==> config.mk <==
export PLATFORM = sky130hd
export DESIGN_NAME = addsub_sat_pipe
export DESIGN_NICKNAME = d
export VERILOG_FILES = /design/src/rtl/addsub_pkg.sv /design/src/rtl/cla_group.sv /design/src/rtl/addsub_sat_pipe.sv
export SDC_FILE = /design/constraint.sdc
export NUM_CORES = 1
export LEC_CHECK = 0
export ABC_AREA = 1
export CORE_MARGIN = 4
export CORE_UTILIZATION = 56
export CTS_BUF_LIST = sky130_fd_sc_hd__clkbuf_4 sky130_fd_sc_hd__clkbuf_8
export DETAILED_ROUTE_END_ITERATION = 10
export PLACE_DENSITY = 0.87
export SLEW_MARGIN = 0
export SYNTH_ARGS = -nofsm -noshare
export SYNTH_HDL_FRONTEND = slang
export SYNTH_HIERARCHICAL = 1
export SYNTH_SLANG_ARGS = --single-unit
==> constraint.sdc <==
create_clock -name clk -period 8.6 [get_ports clk]
set_clock_uncertainty 0.1 [all_clocks]
set_input_delay 2.58 -clock clk [delete_from_list [all_inputs] [get_ports clk]]
set_output_delay 2.58 -clock clk [all_outputs]
set_load 0.01 [all_outputs]
==> src/rtl/addsub_pkg.sv <==
// Shared definitions for the pipelined saturating adder/subtractor.
//
// Contents:
//   OP_ADD / OP_SUB  encoding of the 'sub' operation select
//   MAX_WIDTH        widest operand the saturation helpers can describe
//   sat_max(width)   most-positive two's-complement value of 'width' bits
//   sat_min(width)   most-negative two's-complement value of 'width' bits
package addsub_pkg;

   localparam logic OP_ADD = 1'b0;
   localparam logic OP_SUB = 1'b1;

   localparam int MAX_WIDTH = 64;

   // Returned zero-extended to MAX_WIDTH; callers truncate to their width.
   function automatic logic [MAX_WIDTH-1:0] sat_max(input int width);
      return (MAX_WIDTH'(1) << (width - 1)) - MAX_WIDTH'(1);
   endfunction

   function automatic logic [MAX_WIDTH-1:0] sat_min(input int width);
      return MAX_WIDTH'(1) << (width - 1);
   endfunction

endpackage

==> src/rtl/cla_group.sv <==
// One carry-lookahead group of G bits.
//
// Ports:
//   a, b  [G-1:0]  operand bits of this group
//   cin            carry into bit 0 of the group
//   sum   [G-1:0]  sum bits
//   gp             group propagate (all bits propagate)
//   gg             group generate (group produces a carry on its own)
//
// The carry out of the group is formed by the parent as gg | (gp & cin),
// which lets the parent chain groups on group P/G terms only.
module cla_group #(
   parameter int G = 4
) (
   input  logic [G-1:0] a,
   input  logic [G-1:0] b,
   input  logic         cin,
   output logic [G-1:0] sum,
   output logic         gp,
   output logic         gg
);

   logic [G-1:0] p;
   logic [G-1:0] g;
   logic [G-1:0] c;

   assign p = a ^ b;
   assign g = a & b;

   // Carry into bit n written as a flat sum of products:
   //   ci & p[0..n-1]  |  OR_j ( g[j] & p[j+1..n-1] )
   function automatic logic carry_into(input logic [G-1:0] pv,
                                       input logic [G-1:0] gv,
                                       input logic         ci,
                                       input int           n);
      logic cr;
      logic t;
      cr = ci;
      for (int j = 0; j < n; j++) cr = cr & pv[j];
      for (int j = 0; j < n; j++) begin
         t = gv[j];
         for (int k = j + 1; k < n; k++) t = t & pv[k];
         cr = cr | t;
      end
      return cr;
   endfunction

   always_comb begin
      c = '0;
      for (int i = 0; i < G; i++) c[i] = carry_into(p, g, cin, i);
   end

   assign sum = p ^ c;
   assign gp  = &p;
   assign gg  = carry_into(p, g, 1'b0, G);

endmodule

==> src/rtl/addsub_sat_pipe.sv <==
// Two-stage pipelined, saturating two's-complement adder/subtractor.
// Stage 1 adds the low half, stage 2 the high half using the registered
// mid carry; both halves are built from chained cla_group instances.
//
// Optional feature (macro ADDSUB_SAT_EN):
//   defined   - an overflowing result is clamped to the most-positive or
//               most-negative value according to the sign of A
//   undefined - Sum is always the wrapped modulo-2^WIDTH result
//   Ovfl, ovfl_sticky, latency and handshake are identical in both builds.
//
// Ports:
//   clk, rst         clock; synchronous active-high reset
//   in_valid/ready   operand handshake (in_ready is combinational)
//   A, B  [WIDTH]    signed operands
//   sub              0 = A+B, 1 = A-B
//   out_valid/ready  result handshake
//   Sum   [WIDTH]    result, registered
//   Ovfl             signed overflow for the presented result
//   ovfl_sticky      set by every handed-off overflow result
//   sticky_clr       clears ovfl_sticky (a simultaneous set wins)
//
// Handshake: a transfer happens on a rising edge where valid && ready.
// A stage accepts when it is empty or its contents leave this same cycle,
// so in_ready = !s1_valid || (!out_valid || out_ready); there is no skid
// buffer. A presented result is held stable until out_ready takes it.
//
// Parameters: WIDTH even, >= 8, <= 64; GROUP must divide WIDTH/2.
module addsub_sat_pipe
   import addsub_pkg::*;
#(
   parameter int WIDTH = 16,
   parameter int GROUP = 4
) (
   input  logic             clk,
   input  logic             rst,
   input  logic             in_valid,
   output logic             in_ready,
   input  logic [WIDTH-1:0] A,
   input  logic [WIDTH-1:0] B,
   input  logic             sub,
   output logic             out_valid,
   input  logic             out_ready,
   output logic [WIDTH-1:0] Sum,
   output logic             Ovfl,
   output logic             ovfl_sticky,
   input  logic             sticky_clr
);

   localparam int HALF = WIDTH / 2;
   localparam int NG   = HALF / GROUP;

   typedef struct packed {
      logic [HALF-1:0] low_sum;
      logic [HALF-1:0] a_hi;
      logic [HALF-1:0] bx_hi;
      logic            c_mid;
      logic            a_msb;
      logic            valid;
   } s1_reg_t;

   s1_reg_t s1;

   logic s1_ready;
   logic s2_ready;

   assign s2_ready = !out_valid || out_ready;
   assign s1_ready = !s1.valid || s2_ready;
   assign in_ready = s1_ready;

   // ---------------- stage 1: operand conditioning and low half
   logic [WIDTH-1:0] bx;
   logic             cin;

   // Subtraction is A + ~B + 1.
   always_comb begin
      bx  = B;
      cin = 1'b0;
      case (sub)
         OP_ADD: begin bx = B;  cin = 1'b0; end
         OP_SUB: begin bx = ~B; cin = 1'b1; end
      endcase
   end

   logic [NG:0]     c_lo;
   logic [NG-1:0]   gp_lo;
   logic [NG-1:0]   gg_lo;
   logic [HALF-1:0] sum_lo;

   assign c_lo[0] = cin;

   for (genvar k = 0; k < NG; k++) begin : g_lo
      cla_group #(.G(GROUP)) u_cla (
         .a   (A[k*GROUP +: GROUP]),
         .b   (bx[k*GROUP +: GROUP]),
         .cin (c_lo[k]),
         .sum (sum_lo[k*GROUP +: GROUP]),
         .gp  (gp_lo[k]),
         .gg  (gg_lo[k])
      );
      assign c_lo[k+1] = gg_lo[k] | (gp_lo[k] & c_lo[k]);
   end

   // ---------------- stage 2: high half, overflow, saturation
   logic [NG:0]     c_hi;
   logic [NG-1:0]   gp_hi;
   logic [NG-1:0]   gg_hi;
   logic [HALF-1:0] sum_hi;

   assign c_hi[0] = s1.c_mid;

   for (genvar k = 0; k < NG; k++) begin : g_hi
      cla_group #(.G(GROUP)) u_cla (
         .a   (s1.a_hi[k*GROUP +: GROUP]),
         .b   (s1.bx_hi[k*GROUP +: GROUP]),
         .cin (c_hi[k]),
         .sum (sum_hi[k*GROUP +: GROUP]),
         .gp  (gp_hi[k]),
         .gg  (gg_hi[k])
      );
      assign c_hi[k+1] = gg_hi[k] | (gp_hi[k] & c_hi[k]);
   end

   logic [WIDTH-1:0] raw_sum;
   logic             c_into_msb;
   logic             ovfl_nxt;
   logic [WIDTH-1:0] sum_nxt;

   assign raw_sum    = {sum_hi, s1.low_sum};
   // A sum bit is a ^ b ^ carry_in, so the carry into the MSB is recovered
   // from the MSB sum and operand bits.
   assign c_into_msb = sum_hi[HALF-1] ^ s1.a_msb ^ s1.bx_hi[HALF-1];
   assign ovfl_nxt   = c_into_msb ^ c_hi[NG];

`ifdef ADDSUB_SAT_EN
   localparam logic [WIDTH-1:0] SAT_MAX = WIDTH'(sat_max(WIDTH));
   localparam logic [WIDTH-1:0] SAT_MIN = WIDTH'(sat_min(WIDTH));

   // Overflow only happens when both operands share A's sign, so A's sign
   // tells which rail was crossed.
   assign sum_nxt = ovfl_nxt ? (s1.a_msb ? SAT_MIN : SAT_MAX) : raw_sum;
`else
   assign sum_nxt = raw_sum;
`endif

   // ---------------- state
   always_ff @(posedge clk) begin
      if (rst) begin
         s1          <= '0;
         out_valid   <= 1'b0;
         Sum         <= '0;
         Ovfl        <= 1'b0;
         ovfl_sticky <= 1'b0;
      end else begin
         if (s1_ready) begin
            s1.valid <= in_valid;
            if (in_valid) begin
               s1.low_sum <= sum_lo;
               s1.a_hi    <= A[WIDTH-1:HALF];
               s1.bx_hi   <= bx[WIDTH-1:HALF];
               s1.c_mid   <= c_lo[NG];
               s1.a_msb   <= A[WIDTH-1];
            end
         end

         if (s2_ready) begin
            out_valid <= s1.valid;
            if (s1.valid) begin
               Sum  <= sum_nxt;
               Ovfl <= ovfl_nxt;
            end
         end

         // Set has priority over clear.
         if (out_valid && out_ready && Ovfl) ovfl_sticky <= 1'b1;
         else if (sticky_clr)                ovfl_sticky <= 1'b0;
      end
   end

endmodule

# Yosys cells after proc, flatten, opt, wreduce, memory -nomap -nowiden
# Cells that the tools add are included.
[word_totals]
regBits = 46
inputBits = 38
[classes]
mux = 4
bitwise_logic = 97
reduce_logical = 13
[ops]
columns = ["op", "count"]
rows = [
  ["1-bit bitwise AND", 40],
  ["1-bit OR", 40],
  ["16-bit case mux with 2 select lines", 1],
  ["4-bit bitwise XOR", 8],
  ["4-bit bitwise AND", 4],
  ["16-bit NOT", 1],
  ["4-bit AND reduction", 4],
  ["2-bit AND reduction", 2],
  ["1-bit bitwise XOR", 3],
  ["1-bit logical AND", 2],
  ["1-bit logical NOT", 2],
  ["1-bit logical OR", 2],
  ["1-bit 2-to-1 mux", 2],
  ["1-bit case mux with 2 select lines", 1],
  ["2-bit nonzero test", 1],
  ["1-bit NOT", 1],
]

# Longest topological paths before layout
# Gate-level depths: netlist of the first run.
[depth]
ltp_word = 18
mapped_depth = 20
ltp_nobuf = 20

# Hierarchy
# The synthesis of the first run kept the hierarchy.
[modules_own_cells]
columns = ["mod", "n_inst", "cells_each", "area_each_um2"]
rows = [
  ["addsub_sat_pipe", 1, 224, 1791.7],
  ["cla_group at g_hi[1].u_cla ...", 3, 34, 214.0],
  ["cla_group at g_hi[0].u_cla", 1, 30, 198.9],
]

# Worst setup path after synthesis of the first run
# No wires, ideal clock.
[synth_timing]
kind = "input port to output port"
start = "input out_ready"
end = "output in_ready"
arrival_time_ns = 2.762
slack_ns = 3.158
path_stages = 2
path_buffers = 0
cell_sequence = "inv_1 > nand3_2"
[synth_between]
elab_chain_cells = 2
[synth_lines]
columns = ["item", "line", "text"]
rows = [
  ["start, declared", "addsub_sat_pipe.sv:42", "input logic out_ready,"],
  ["1-bit logical OR", "addsub_sat_pipe.sv:66", "assign s2_ready = !out_valid || out_ready;"],
  ["1-bit logical OR", "addsub_sat_pipe.sv:67", "assign s1_ready = !s1.valid || s2_ready;"],
  ["end, declared", "addsub_sat_pipe.sv:37", "output logic in_ready,"],
]
# No other way between the ends.

# Worst setup path after layout of the first run
# Ends and elaborated chain as after synthesis.

==> metrics.txt, run 1 <==
Static Leak 0.00149 uW; WL/cell 11.5 um; clk slew on worst S/H paths 0.08 ns; Worst-Skew Late Latency 0.30 ns; H-tree levels 2; reg2reg start s1[12]; dpl hpwl 3950 um; Warnings, synthesis 6; Fmax 155 MHz; fin area 3270 um2; Rel. slew slack 35.3%; CP required 5.92 ns; DIE AREA 5860 um2; RSZ-0062 raised after global routing false; CP Launch Point out_ready; startpoint types input port; postcts setup bufs 0; Die Y 76.6 um; Ant. Diodes 0; Period minus WS final 6.46 ns; row count 24; Setup-failing EPs final 0; Worst Tran Pin Value 0.969 ns; Fin Setup TNS 0 ns; HP Class flip-flop to flip-flop; Reg2Reg Setup Slack 5.99 ns; Initial DRC Count 84; layout overhead on the synthesized area 24.3%; Synth top area share 34.2%; die width 76.6 um; hold buffers post-CTS 0; Max Slew Vio Count 0; layout cells sized above 1 4.46%; post-synthesis register bit count 45; DP Area 3160 um2; top-count cell post-synth nor2_1; syn nets 418; status finished clean; async set-reset flop share out of synthesis 0%; Vias per Instance 5.09; final net count 465; post-synth top area cell dfxtp_1; Buffers on Ports 57; Crit Path Class input port to output pin; CTS resizes 0; Setup crit end in_ready; first-pass GRT wire length 8680 um; Setup crit end kind output pin; R2R Path End Ovfl; PwrDens 166 nW/um2; drt drc 0; DR pass1 iterations 4; CTS root buffer clkbuf_8; final design utilization 73.6%; Hold Fails Final Rpt 0; vias in the first global route 2076; Reg2Reg Depth 20; synthesized instance count 356; Post-Syn Area 2630 um2; Tcrit/Tclk final 75.2%; clock sink total 45; top_reg_cell synth dfxtp_1; IO Pins 58; most instantiated cells after synthesis 64 x nor2_1, 56 x nand2_1, 45 x dfxtp_1, 35 x o21ai_0, 32 x inv_1; clock buffer depth 2; GRT Total Usage 17.7%; WP data arrival 3.78 ns; largest net degree at the start of global routing 43; CTS buffer count 5; gp weighted congestion 0.874; maximum fanout along the worst path 3; number of flops mapped to enable cells by yosys 0; Routed Antenna Nets 0; Core ar. 4440 um2; Initial Util 59.2%; Peak VDD IR 0.113 mV; CTS tree done; syn avg cell area 7.39 um2; Pwr Total 542 uW; synth top area cells dfxtp_1 34%, ha_1 9.5%, nor2_1 9.1%; initial antenna violation count 0; final wirelength 5260 um; Seq/Total Area, Yosys 34.2%; synth unique cells 23; max_cap viols 0; gr ovfl total 0; via count 2320
## registers in the layout, summed over array words and instances (netlist names)
| name | flops |
|---|---|
| c_hi | 1 |
| ovfl_sticky | 1 |
| Ovfl | 1 |
| out_valid | 1 |
| raw_sum | 8 |
| s1 | 17 |
| Sum | 16 |
## logic make-up after synthesis
family / share of synthesized area, %
AO/OA/AOI/OAI: 12.5
buffers and inverters: 9.08
adder cells (fa/ha/maj): 12.5
AND/OR/NAND/NOR: 23.7
flip-flops: 34.2
XOR/XNOR: 7.98
## through the flow
step                      hold slack (ns)  instances  setup WS (ns)
final                               0.372        456           2.14
after global routing                0.413        456           2.07
after CTS                           0.374        456           2.13
after detailed placement            0.362        448           2.14
after global placement              0.350        448           2.15
after floorplan                     0.349        356           3.16
## worst min-delay path by stage
stage / start / to / cells after the start
after floorplan: raw_sum[0] / raw_sum[0] / 2
after detailed placement: ovfl_sticky / ovfl_sticky / 2
after global routing: raw_sum[5] / raw_sum[5] / 2
after global placement: ovfl_sticky / ovfl_sticky / 2
final: ovfl_sticky / ovfl_sticky / 2
after CTS: ovfl_sticky / ovfl_sticky / 2
## cell type report
class | count | area (um2)
repair buffers | 57 | 571
well taps | 52 | 65.1
inverters | 34 | 128
clock inverters | 2 | 38.8
clock buffers | 6 | 76.3
multi-input cells | 260 | 1490
fillers | 365 | 1170
flip-flops and latches | 45 | 901
## layer usage
layer  vias to the layer above  wire length (um)  track usage (%)  part of all wire (%)
li1                       1228                 -                -                     -
met2                        69              2450             32.1                    47
met5                         -                 0                0                     0
met4                         0                56             5.43                   1.1
met3                         4               319             3.66                   6.1
met1                      1019              2440             20.9                    46
## layout by cell type, fill, tap and decap left out
master and n:
a21o_1 1, a21oi_1 17, a31oi_1 4, bufinv_16 1, clkbuf_4 1, clkbuf_8 5, clkdlybuf4s50_1 57, clkinv_4 1
dfxtp_1 45, fa_1 4, ha_1 20, inv_1 32, inv_2 2, nand2_1 56, nand2_2 3, nand3_1 16
nand3_2 5, nand4_1 4, nor2_1 64, o21ai_0 35, o21ai_1 7, xnor2_1 10, xor2_1 14
## report_power, final
group	switching, uW	internal [uW]	total (uW)
Combinational	76.3	69.2	145
Clock	69.6	90.3	160
Sequential	10.9	226	237
Total	157	385	542
## worst max-delay path: stages
cell             delay, ns
clkdlybuf4s50_1       0.48
inv_1                 0.07
nand3_2               0.09
clkdlybuf4s50_1       0.56
No activity file was read; power rests on OpenSTA's default activity.
==> run 2: changes to the inputs <==
- CORE_UTILIZATION: 56 -> 52
- PLACE_DENSITY: 0.87 -> 0.82
- clock period: 8.6 -> 6.2 ns (I/O delays scaled with it)
==> metrics.txt, run 2 (synthesis gave the netlist of run 1 again) <==
Post-Place Cells 464; gp weighted congestion 0.852; drt drc 0; gr ovfl total 0; Reg2Reg Setup Slack 3.52 ns; CTS buffer count 5; Hold Fails Final Rpt 0; final net count 466; RSZ-0062 raised after global routing false; Setup-failing EPs final 0; Worst Hold Launch ovfl_sticky; row count 25; Initial Util 54.6%; largest net degree at the start of global routing 43; commonest cells after routing, fill and taps aside 64 x nor2_1, 57 x clkdlybuf4s50_1, 56 x nand2_1; R2R Path End Ovfl; clock sink total 45; Fmax 200 MHz; Buffers on Ports 57; layout overhead on the synthesized area 24.9%; Core ar. 4820 um2; die width 79.2 um; Vias per Instance 4.93; reg2reg start s1[12]; fin area 3290 um2; vias in the first global route 2123; via count 2325; max_cap viols 0; CP required 4.24 ns; hold buffers post-CTS 0; Die Y 79.2 um; Initial DRC Count 90; commonest non-fill, non-tap cell in the layout nor2_1; H-tree levels 2; final std cells w/o fill 472; Largest register FFs 17; Setup crit end kind output pin; layout cells sized above 1 4.69%; CP Launch Point out_ready; Reg2Reg Depth 20; Peak VDD IR 0.113 mV; PwrDens 222 nW/um2; hold endpoint ovfl_sticky; Fin Setup TNS 0 ns; WP data arrival 3.05 ns; worst hold path cell count 2; GRT Total Usage 17.7%; first-pass GRT wire length 9080 um; status finished clean; IO Pins 58; DP Area 3180 um2; Worst Tran Pin Value 0.946 ns; Worst Hold Slack 0.368 ns; HP Class flip-flop to flip-flop; Crit Path Class input port to output pin; Tcrit/Tclk final 80.8%; Ant. Diodes 0; Static Leak 0.00149 uW; Worst-Skew Late Latency 0.30 ns; clock buffer depth 2; final wirelength 5190 um; initial antenna violation count 0; clk slew on worst S/H paths 0.08 ns; CTS resizes 0; WL/cell 11.0 um; Period minus WS final 5.01 ns; Routed Antenna Nets 0; Max Slew Vio Count 0; dpl hpwl 4020 um; maximum fanout along the worst path 3; postcts setup bufs 0; DR pass1 iterations 4; Rel. slew slack 36.9%; startpoint types input port; Reg with most FFs s1; CTS tree done; DIE AREA 6260 um2; CTS root buffer clkbuf_8
-- run 2: critical path, stage by stage --
cell and delay [ns]:
clkdlybuf4s50_1 0.47, inv_1 0.07, nand3_2 0.09, clkdlybuf4s50_1 0.55
-- run 2: area by class of cell --
class	instances	area (um2)
clock buffers	7	96.3
multi-input cells	260	1490
clock inverters	1	8.76
repair buffers	58	578
inverters	34	128
fillers	450	1530
well taps	67	83.8
flip-flops and latches	45	901
-- run 2: worst max-delay path by stage --
stage                             to  cells after the start
after CTS                   in_ready                      4
final                       in_ready                      4
after global placement      in_ready                      4
after global routing        in_ready                      4
after detailed placement    in_ready                      4
after floorplan           raw_sum[6]                     15
-- run 2: layer usage --
metal  track usage, %  share of wire [%]  vias up
li1                 -                  -     1231
met4             6.53                1.8        0
met3             3.29                5.2       10
met2             30.1                 45       61
met5                0                  0        -
met1             22.3                 48     1023
-- run 2: power by group --
part           switching, uW  internal (uW)  total, uW
clock network           98.1            103        201
logic                    105           96.3        201
registers               14.8            313        328
total                    218            512        730
-- run 2: metrics by stage --
stage	util, %	worst slack, ns	power [uW]
after global routing	68.3	1.14	780
after floorplan	-	2.17	471
after CTS	68.3	1.19	735
final	68.3	1.19	730
after detailed placement	66.1	1.19	536
after global placement	66.1	1.19	529
